$ cat config.mk
export PLATFORM = sky130hd
export DESIGN_NAME = sdram_arbiter
export DESIGN_NICKNAME = d
export VERILOG_FILES = /design/src/rtl/sdram_arbiter.sv
export SDC_FILE = /design/constraint.sdc
export NUM_CORES = 1
export LEC_CHECK = 0
export CORE_MARGIN = 2
export CORE_UTILIZATION = 30
export CTS_CLUSTER_SIZE = 16
export DETAILED_ROUTE_END_ITERATION = 8
export HOLD_SLACK_MARGIN = 0.12
export PLACE_DENSITY = 0.54
export SETUP_SLACK_MARGIN = 0.3
export SYNTH_ARGS = -nofsm -noshare
export SYNTH_HDL_FRONTEND = slang
export SYNTH_SLANG_ARGS = --single-unit
$ cat constraint.sdc
create_clock -name clk -period 2.52 [get_ports clk]
set_clock_uncertainty 0.2 [all_clocks]
set_input_delay 0.63 -clock clk [delete_from_list [all_inputs] [get_ports clk]]
set_output_delay 0.63 -clock clk [all_outputs]
set_load 0.05 [all_outputs]
$ cat src/rtl/sdram_arbiter.sv
// sdram_arbiter: shares one SDRAM controller port between NUM_PORTS requesters.
// Each port's request pulse is latched into a single pending entry.
// Pending entries are granted one at a time, and each grant becomes exactly
// one SDRAM access. Only one access is outstanding at any time.
// Optional macro SDRAM_ARB_RR_EN selects round-robin arbitration.
// Without it, arbitration is fixed priority and port 0 wins.
//
// state  | meaning
// S_IDLE | no access outstanding; grant a pending port if any
// S_WAIT | access issued; wait for mem_ack, then acknowledge the port
module sdram_arbiter #(
  parameter int NUM_PORTS = 3,
  parameter int ADDR_BITS = 22,
  parameter int DATA_BITS = 16
) (
  input  logic                           clk,
  input  logic                           rst,
  input  logic [NUM_PORTS-1:0]           port_req,
  input  logic [NUM_PORTS-1:0]           port_we,
  input  logic [NUM_PORTS*ADDR_BITS-1:0] port_addr,
  input  logic [NUM_PORTS*DATA_BITS-1:0] port_wdata,
  output logic [NUM_PORTS-1:0]           port_ack,
  output logic [DATA_BITS-1:0]           port_rdata,
  output logic                           mem_req,
  output logic                           mem_we,
  output logic [ADDR_BITS-1:0]           mem_addr,
  output logic [DATA_BITS-1:0]           mem_wdata,
  input  logic [DATA_BITS-1:0]           mem_rdata,
  input  logic                           mem_ack
);

  localparam int PW = (NUM_PORTS > 1) ? $clog2(NUM_PORTS) : 1;

  typedef enum logic {S_IDLE, S_WAIT} state_t;

  state_t                 state, state_nxt;
  logic [NUM_PORTS-1:0]   pending;
  logic [NUM_PORTS-1:0]   lat_we;
  logic [ADDR_BITS-1:0]   lat_addr  [NUM_PORTS];
  logic [DATA_BITS-1:0]   lat_wdata [NUM_PORTS];
  logic [PW-1:0]          gnt_sel;
  logic [PW-1:0]          gnt;
  logic                   issue;
  logic                   done;

`ifdef SDRAM_ARB_RR_EN
  logic [PW-1:0]          rr_ptr;

  // Round-robin pick: search pending entries starting at rr_ptr, wrapping around
  always_comb begin
    int  idx;
    logic found;
    gnt_sel = '0;
    found   = 1'b0;
    idx     = 0;
    for (int k = 0; k < NUM_PORTS; k++) begin
      idx = int'(rr_ptr) + k;
      if (idx >= NUM_PORTS) idx = idx - NUM_PORTS;
      if (!found && pending[idx]) begin
        gnt_sel = PW'(idx);
        found   = 1'b1;
      end
    end
  end

  // Advance the round-robin pointer past the port that was just granted
  always_ff @(posedge clk) begin
    if (rst) rr_ptr <= '0;
    else if (issue) rr_ptr <= (gnt_sel == PW'(NUM_PORTS - 1)) ? '0 : gnt_sel + 1'b1;
  end
`else
  // Fixed-priority pick: the lowest pending index wins
  always_comb begin
    gnt_sel = '0;
    for (int k = NUM_PORTS - 1; k >= 0; k--) begin
      if (pending[k]) gnt_sel = PW'(k);
    end
  end
`endif

  // FSM state register
  always_ff @(posedge clk) begin
    if (rst) state <= S_IDLE;
    else     state <= state_nxt;
  end

  // FSM next-state logic
  always_comb begin
    state_nxt = state;
    case (state)
      S_IDLE:  if (|pending) state_nxt = S_WAIT;
      S_WAIT:  if (mem_ack)  state_nxt = S_IDLE;
      default: state_nxt = S_IDLE;
    endcase
  end

  // FSM outputs: issue starts an access, done completes it
  always_comb begin
    issue = (state == S_IDLE) && (|pending);
    done  = (state == S_WAIT) && mem_ack;
  end

  // Request capture. A new pulse overrides a same-edge grant clear, so a
  // re-request is never lost. The latest request overwrites the latched fields.
  always_ff @(posedge clk) begin
    if (rst) begin
      pending <= '0;
      lat_we  <= '0;
      for (int i = 0; i < NUM_PORTS; i++) begin
        lat_addr[i]  <= '0;
        lat_wdata[i] <= '0;
      end
    end else begin
      for (int i = 0; i < NUM_PORTS; i++) begin
        if (issue && (gnt_sel == PW'(i))) pending[i] <= 1'b0;
        if (port_req[i]) begin
          pending[i]   <= 1'b1;
          lat_we[i]    <= port_we[i];
          lat_addr[i]  <= port_addr[i*ADDR_BITS +: ADDR_BITS];
          lat_wdata[i] <= port_wdata[i*DATA_BITS +: DATA_BITS];
        end
      end
    end
  end

  // Drive the controller: one-cycle strobe, fields held until the next grant
  always_ff @(posedge clk) begin
    if (rst) begin
      mem_req   <= 1'b0;
      mem_we    <= 1'b0;
      mem_addr  <= '0;
      mem_wdata <= '0;
      gnt       <= '0;
    end else begin
      mem_req <= issue;
      if (issue) begin
        mem_we    <= lat_we[gnt_sel];
        mem_addr  <= lat_addr[gnt_sel];
        mem_wdata <= lat_wdata[gnt_sel];
        gnt       <= gnt_sel;
      end
    end
  end

  // Return the completion to the granted port; only reads update port_rdata
  always_ff @(posedge clk) begin
    if (rst) begin
      port_ack   <= '0;
      port_rdata <= '0;
    end else begin
      port_ack <= '0;
      if (done) begin
        port_ack <= NUM_PORTS'(1) << gnt;
        if (!mem_we) port_rdata <= mem_rdata;
      end
    end
  end

endmodule

-- Word level (Yosys, flattened, before mapping)
Memory sizes are Yosys's and may differ from the RTL's. A register that Yosys moved wholly into a read port is not among the register bits.
Index checks and enable logic that the tools add are counted.
- flip-flop bits (word level): 30
- RAM bits: 114
- input bits: 139
- logic and storage cells: 70
- memories kept: 2
- magnitude comparators: 1
- equal/unequal tests: 2
- shift operators: 1
- muxes and demuxes: 31
- bitwise gates (word level): 9
- reductions and logical operators: 12
- memories (memory ; depth ; bits a word ; rd ports ; clocked after Yosys merged registers in ; write ports ; line ; RTL):
    lat_addr ; 3 ; 22 ; 1 ; 1 ; 3 ; 39 ; logic [ADDR_BITS-1:0] lat_addr [NUM_PORTS];
    lat_wdata ; 3 ; 16 ; 1 ; 1 ; 3 ; 40 ; logic [DATA_BITS-1:0] lat_wdata [NUM_PORTS];
- operator list (operator ; number):
    22-bit two-way mux ; 3
    16-bit two-way mux ; 3
    1-bit two-way mux ; 20
    2-bit two-way mux ; 3
    1-bit OR ; 6
    2-bit nonzero test ; 3
    1-bit logical AND ; 5
    2-bit by 3-bit less-than comparator with 1-bit output (second input constant) ; 1
    1-bit NOT ; 3
    3-bit OR reduction ; 1
    1-bit by 2-bit << shifter with 3-bit output (first input constant) ; 1
    1-bit binary-select mux with 2-bit select ; 1
    2-bit by 1-bit equality test with 1-bit output (second input constant) ; 1
    2-bit equality test (second input constant) ; 1
    2-bit logical NOT ; 1
    1-bit one-hot mux with 2 select lines ; 1
    2-bit AND reduction ; 1
    2-bit OR reduction ; 1

-- Depth between registers and ports, before layout
Gate-level depths: netlist of the first run.
- word-level depth: 7
- depth in mapped cells: 7
- gate-level depth less buffers: 3

-- Least setup slack after synthesis of the first run
No wires, ideal clock.
- kind: input-to-reg
- from: in rst
- to: mem lat_addr[0][0] (enable)
- library setup time: 0.378 ns
- arrival time: 1.715 ns
- data required time: 1.942 ns
- slack: 0.227 ns
- stages on the path: 3
- cells stage by stage: clkbuf_1 -> clkbuf_1 -> or2_2
- RTL lines (item ; line ; RTL):
    from (decl) ; 17 ; input logic rst,
    to (decl) ; 39 ;

-- Worst setup path in the final report of the first run
- from: reg mem_addr[2] (read register of lat_addr)
- to: out mem_addr[2]
- RTL lines (item ; line ; RTL):
    from (decl) ; 26 ; output logic [ADDR_BITS-1:0] mem_addr,
No word-level cell between the ends.

==> load_flow_metrics.sql, run 1 <==
INSERT INTO impl_metrics (metric_group, metric, value, unit) VALUES
('final_layout', 'layout.area.seq', '4790', 'um^2'),
('critical_path', 'critical-path-max-stage-delay', '0.54', 'ns'),
('power_and_ir_drop', 'totalPowerFinal', '7.65', 'mW'),
('synth', 'post_synth_instance_area', '7880', 'um^2'),
('place', 'hpwlAfterDp', '13.7', 'mm'),
('timing', 'tightest_slew', '0.764', 'ns'),
('synth', 'netlist_top_cells_area', 'sky130_fd_sc_hd__edfxtp_1 (43%), sky130_fd_sc_hd__dfxtp_1 (17%), sky130_fd_sc_hd__and2_1 (9.1%), sky130_fd_sc_hd__a311oi_2 (7.4%), sky130_fd_sc_hd__nand2_1 (5.2%)', ''),
('place', 'finalWeightedCongestion', '0.723', ''),
('final_layout', 'nFillCells', '2513', ''),
('timing', 'holdWs', '0.253', 'ns'),
('critical_path', 'worst-endpoint-required', '1.69', 'ns'),
('final_layout', 'multi_input_area', '2840', 'um^2'),
('global_routing', 'grt_start_max_net_pins', '83', ''),
('route', 'vias_per_cell', '4.68', ''),
('synth', 'synth_largest_type_area_fraction', '43.4', '%'),
('synth', 'mappedNetlistNets', '820', ''),
('synth', 'synth.lib_cells_used.distinct', '26', ''),
('place', 'port_buffers', '197', ''),
('synth', 'synthesis.yosys.warnings', '0', ''),
('clocking', 'cts-root-buf', 'sky130_fd_sc_hd__clkbuf_16', ''),
('min_path', 'worstHoldPathType', 'flop to flop', ''),
('power_and_ir_drop', 'power.ir.vdd_worst', '0.000353', 'V'),
('route', 'drt-pass1-iter-count', '4', ''),
('global_routing', 'grt_first_pass_wirelength', '33.0', 'mm'),
('timing', 'setup_viol', '0', ''),
('final_layout', 'final_core_util', '41.5', '%'),
('critical_path', 'worst_path_max_delay_cell', 'sky130_fd_sc_hd__dlygate4sd2_1', ''),
('global_routing', 'globalRouteMet3Util', '3.41', '%'),
('timing', 'slew-limit-headroom', '49.0', '%'),
('global_routing', 'number_of_global_route_vias_before_repair', '5643', ''),
('timing', 'final.setup.tns', '0', 'ns'),
('clocking', 'cts-hold-fix-buffers', '0', ''),
('clocking', 'cts_clk_pin_slew_worst_paths', '0.07', 'ns'),
('die', 'die_width', '166', 'um'),
('place', 'preCtsSetupSlack', '0.101', 'ns'),
('synth', 'synthFlopType', 'sky130_fd_sc_hd__edfxtp_1', ''),
('route', 'drt-wirelength-per-cell', '17.5', 'um'),
('outcome', 'status', 'finished clean', ''),
('global_routing', 'grtUsageMet1', '20.6', '%'),
('synth', 'synth_async_sr_flop_share', '0', '%'),
('final_layout', 'syn_to_final_growth', '36.5', '%'),
('final_layout', 'drive_above_1_share', '12.5', '%'),
('clocking', 'clk-insertion-delay-late', '0.43', 'ns'),
('timing', 'setup_repair_after_global_routing_missed_its_margin', 'false', ''),
('synth', 'number_of_synthesized_flops_with_an_enable_pin', '114', ''),
('route', 'route.antenna.remaining_nets', '0', ''),
('place', 'placed_cells', '1178', ''),
('die', 'floorplan.die.height', '166', 'um'),
('timing', 'fin_crit_sh', '86.0', '%'),
('final_layout', 'design.final.nets', '1001', ''),
('critical_path', 'criticalPathCategory', 'flop to output port', ''),
('clocking', 'clock_tree_from_tritoncts', 'done', ''),
('synth', 'synth_seq_area_share', '60.7', '%'),
('route', 'remaining_drc_errors', '0', ''),
('critical_path', 'startpoint_type', 'flop', ''),
('critical_path', 'cells_along_the_critical_path', 'dlygate4sd2_1', ''),
('synth', 'synth_top_cells_by_count', 'sky130_fd_sc_hd__and2_1 (115), sky130_fd_sc_hd__edfxtp_1 (114), sky130_fd_sc_hd__nand2_1 (109), sky130_fd_sc_hd__dfxtp_1 (68), sky130_fd_sc_hd__a21oi_1 (62)', ''),
('critical_path', 'worst_endpoint_data_arrival_time', '1.34', 'ns'),
('critical_path', 'critical_path.max_fanout', '2', ''),
('clocking', 'cts_post_setup_buffers_inserted', '0', ''),
('global_routing', 'number_of_antenna_violations_at_the_first_check_in_global_routing', '0', ''),
('route', 'drtIter0Drc', '285', ''),
('synth', 'synthesis.instances', '681', ''),
('clocking', 'cts.sink_count', '182', ''),
('global_routing', 'grtUsageMet2', '26.1', '%'),
('power_and_ir_drop', 'powerDensity', '711', 'nW/um^2'),
('critical_path', 'endpoint_kind', 'output port', ''),
('timing', 'postLayoutSetupSlackWorst', '0.352', 'ns'),
('critical_path', 'critical_path.top_delay_family', 'buffers and inverters', ''),
('final_layout', 'stdcell_count', '1210', ''),
('final_layout', 'post-route-cell-area', '10800', 'um^2');
-- final timing paths --
path	from	to	slack (ns)	cells past startpoint
worst max-delay path	mem_addr[2]	mem_addr[2]	0.35	1
worst min register to register	port_rdata[1]	port_rdata[1]	0.25	2
worst min-delay path	port_rdata[1]	port_rdata[1]	0.25	2
worst max register to register	pending[2]	mem_wdata[2]	0.56	4
-- report_power, final --
| part | internal, mW | switching, mW | total (mW) |
|---|---|---|---|
| Sequential | 3.46 | 0.113 | 3.58 |
| Combinational | 0.578 | 0.875 | 1.45 |
| Clock | 1.42 | 1.21 | 2.62 |
| Total | 5.46 | 2.19 | 7.65 |
-- placed cells by master, fill, tap and decap left out, types with 3 or more instances in the layout --
cell type	synthesis	layout
sky130_fd_sc_hd__a21o_1	40	40
sky130_fd_sc_hd__a21oi_1	62	62
sky130_fd_sc_hd__a311oi_2	39	39
sky130_fd_sc_hd__and2_1	115	114
sky130_fd_sc_hd__buf_12	0	4
sky130_fd_sc_hd__buf_4	1	24
sky130_fd_sc_hd__clkbuf_1	50	3
sky130_fd_sc_hd__clkbuf_16	0	17
sky130_fd_sc_hd__clkdlybuf4s15_1	0	5
sky130_fd_sc_hd__clkdlybuf4s50_1	0	137
sky130_fd_sc_hd__dfxtp_1	68	65
sky130_fd_sc_hd__dfxtp_2	0	3
sky130_fd_sc_hd__dlygate4sd2_1	0	51
sky130_fd_sc_hd__edfxtp_1	114	114
sky130_fd_sc_hd__inv_6	0	5
sky130_fd_sc_hd__mux2i_1	3	3
sky130_fd_sc_hd__nand2_1	109	109
sky130_fd_sc_hd__nand2b_1	3	3
sky130_fd_sc_hd__nand3b_1	41	41
sky130_fd_sc_hd__nor2_1	8	7
sky130_fd_sc_hd__nor3_1	3	3
sky130_fd_sc_hd__or2_2	3	3
-- layer usage --
metal	vias up	share of wire, %
met2	147	49
met5	-	0
met1	2741	46
li1	2764	-
met4	0	1.0
met3	12	4.6
-- registers in the layout (all words and copies together) (netlist names), 3 cells and up --
signal,cells
lat_we,3
lat_addr,66
port_rdata,16
mem_addr,22
mem_wdata,16
port_ack,3
pending,3
lat_wdata,48
-- cell type report --
| class | count | area share [%] |
|---|---|---|
| sequential | 182 | 44.5 |
| multi-input combinational | 436 | 26.4 |
| timing repair buffer | 223 | 19.9 |
| clock buffer | 21 | 4.19 |
| tap | 335 | 3.90 |
| clock inverter | 11 | 1.07 |
| inverter | 2 | 0.0698 |
-- kinds of logic after synthesis --
group                  count (synthesis)  synth area share, %
AOI/OAI and AO/OA                    144                 15.4
buffers and inverters                 63                 3.56
DFF                                  182                 60.7
muxes                                  3                0.381
and+or+nand+nor                      289                 19.9
-- timing repair --
| action | in CTS | in global routing |
|---|---|---|
| resized for setup | 58 | 9 |
| cloned | 0 | 0 |
| endpoints found under the hold margin | 0 | 0 |
| endpoints found under the setup margin | 58 | 7 |
Note: power is estimated with default switching activity, not from simulation.
==> inputs of run 2 (changes only) <==
CTS_CLUSTER_SIZE = default   (was 16)
==> results of run 2 <==
No change in the layout: final DEF, timing and power equal those of run 1.
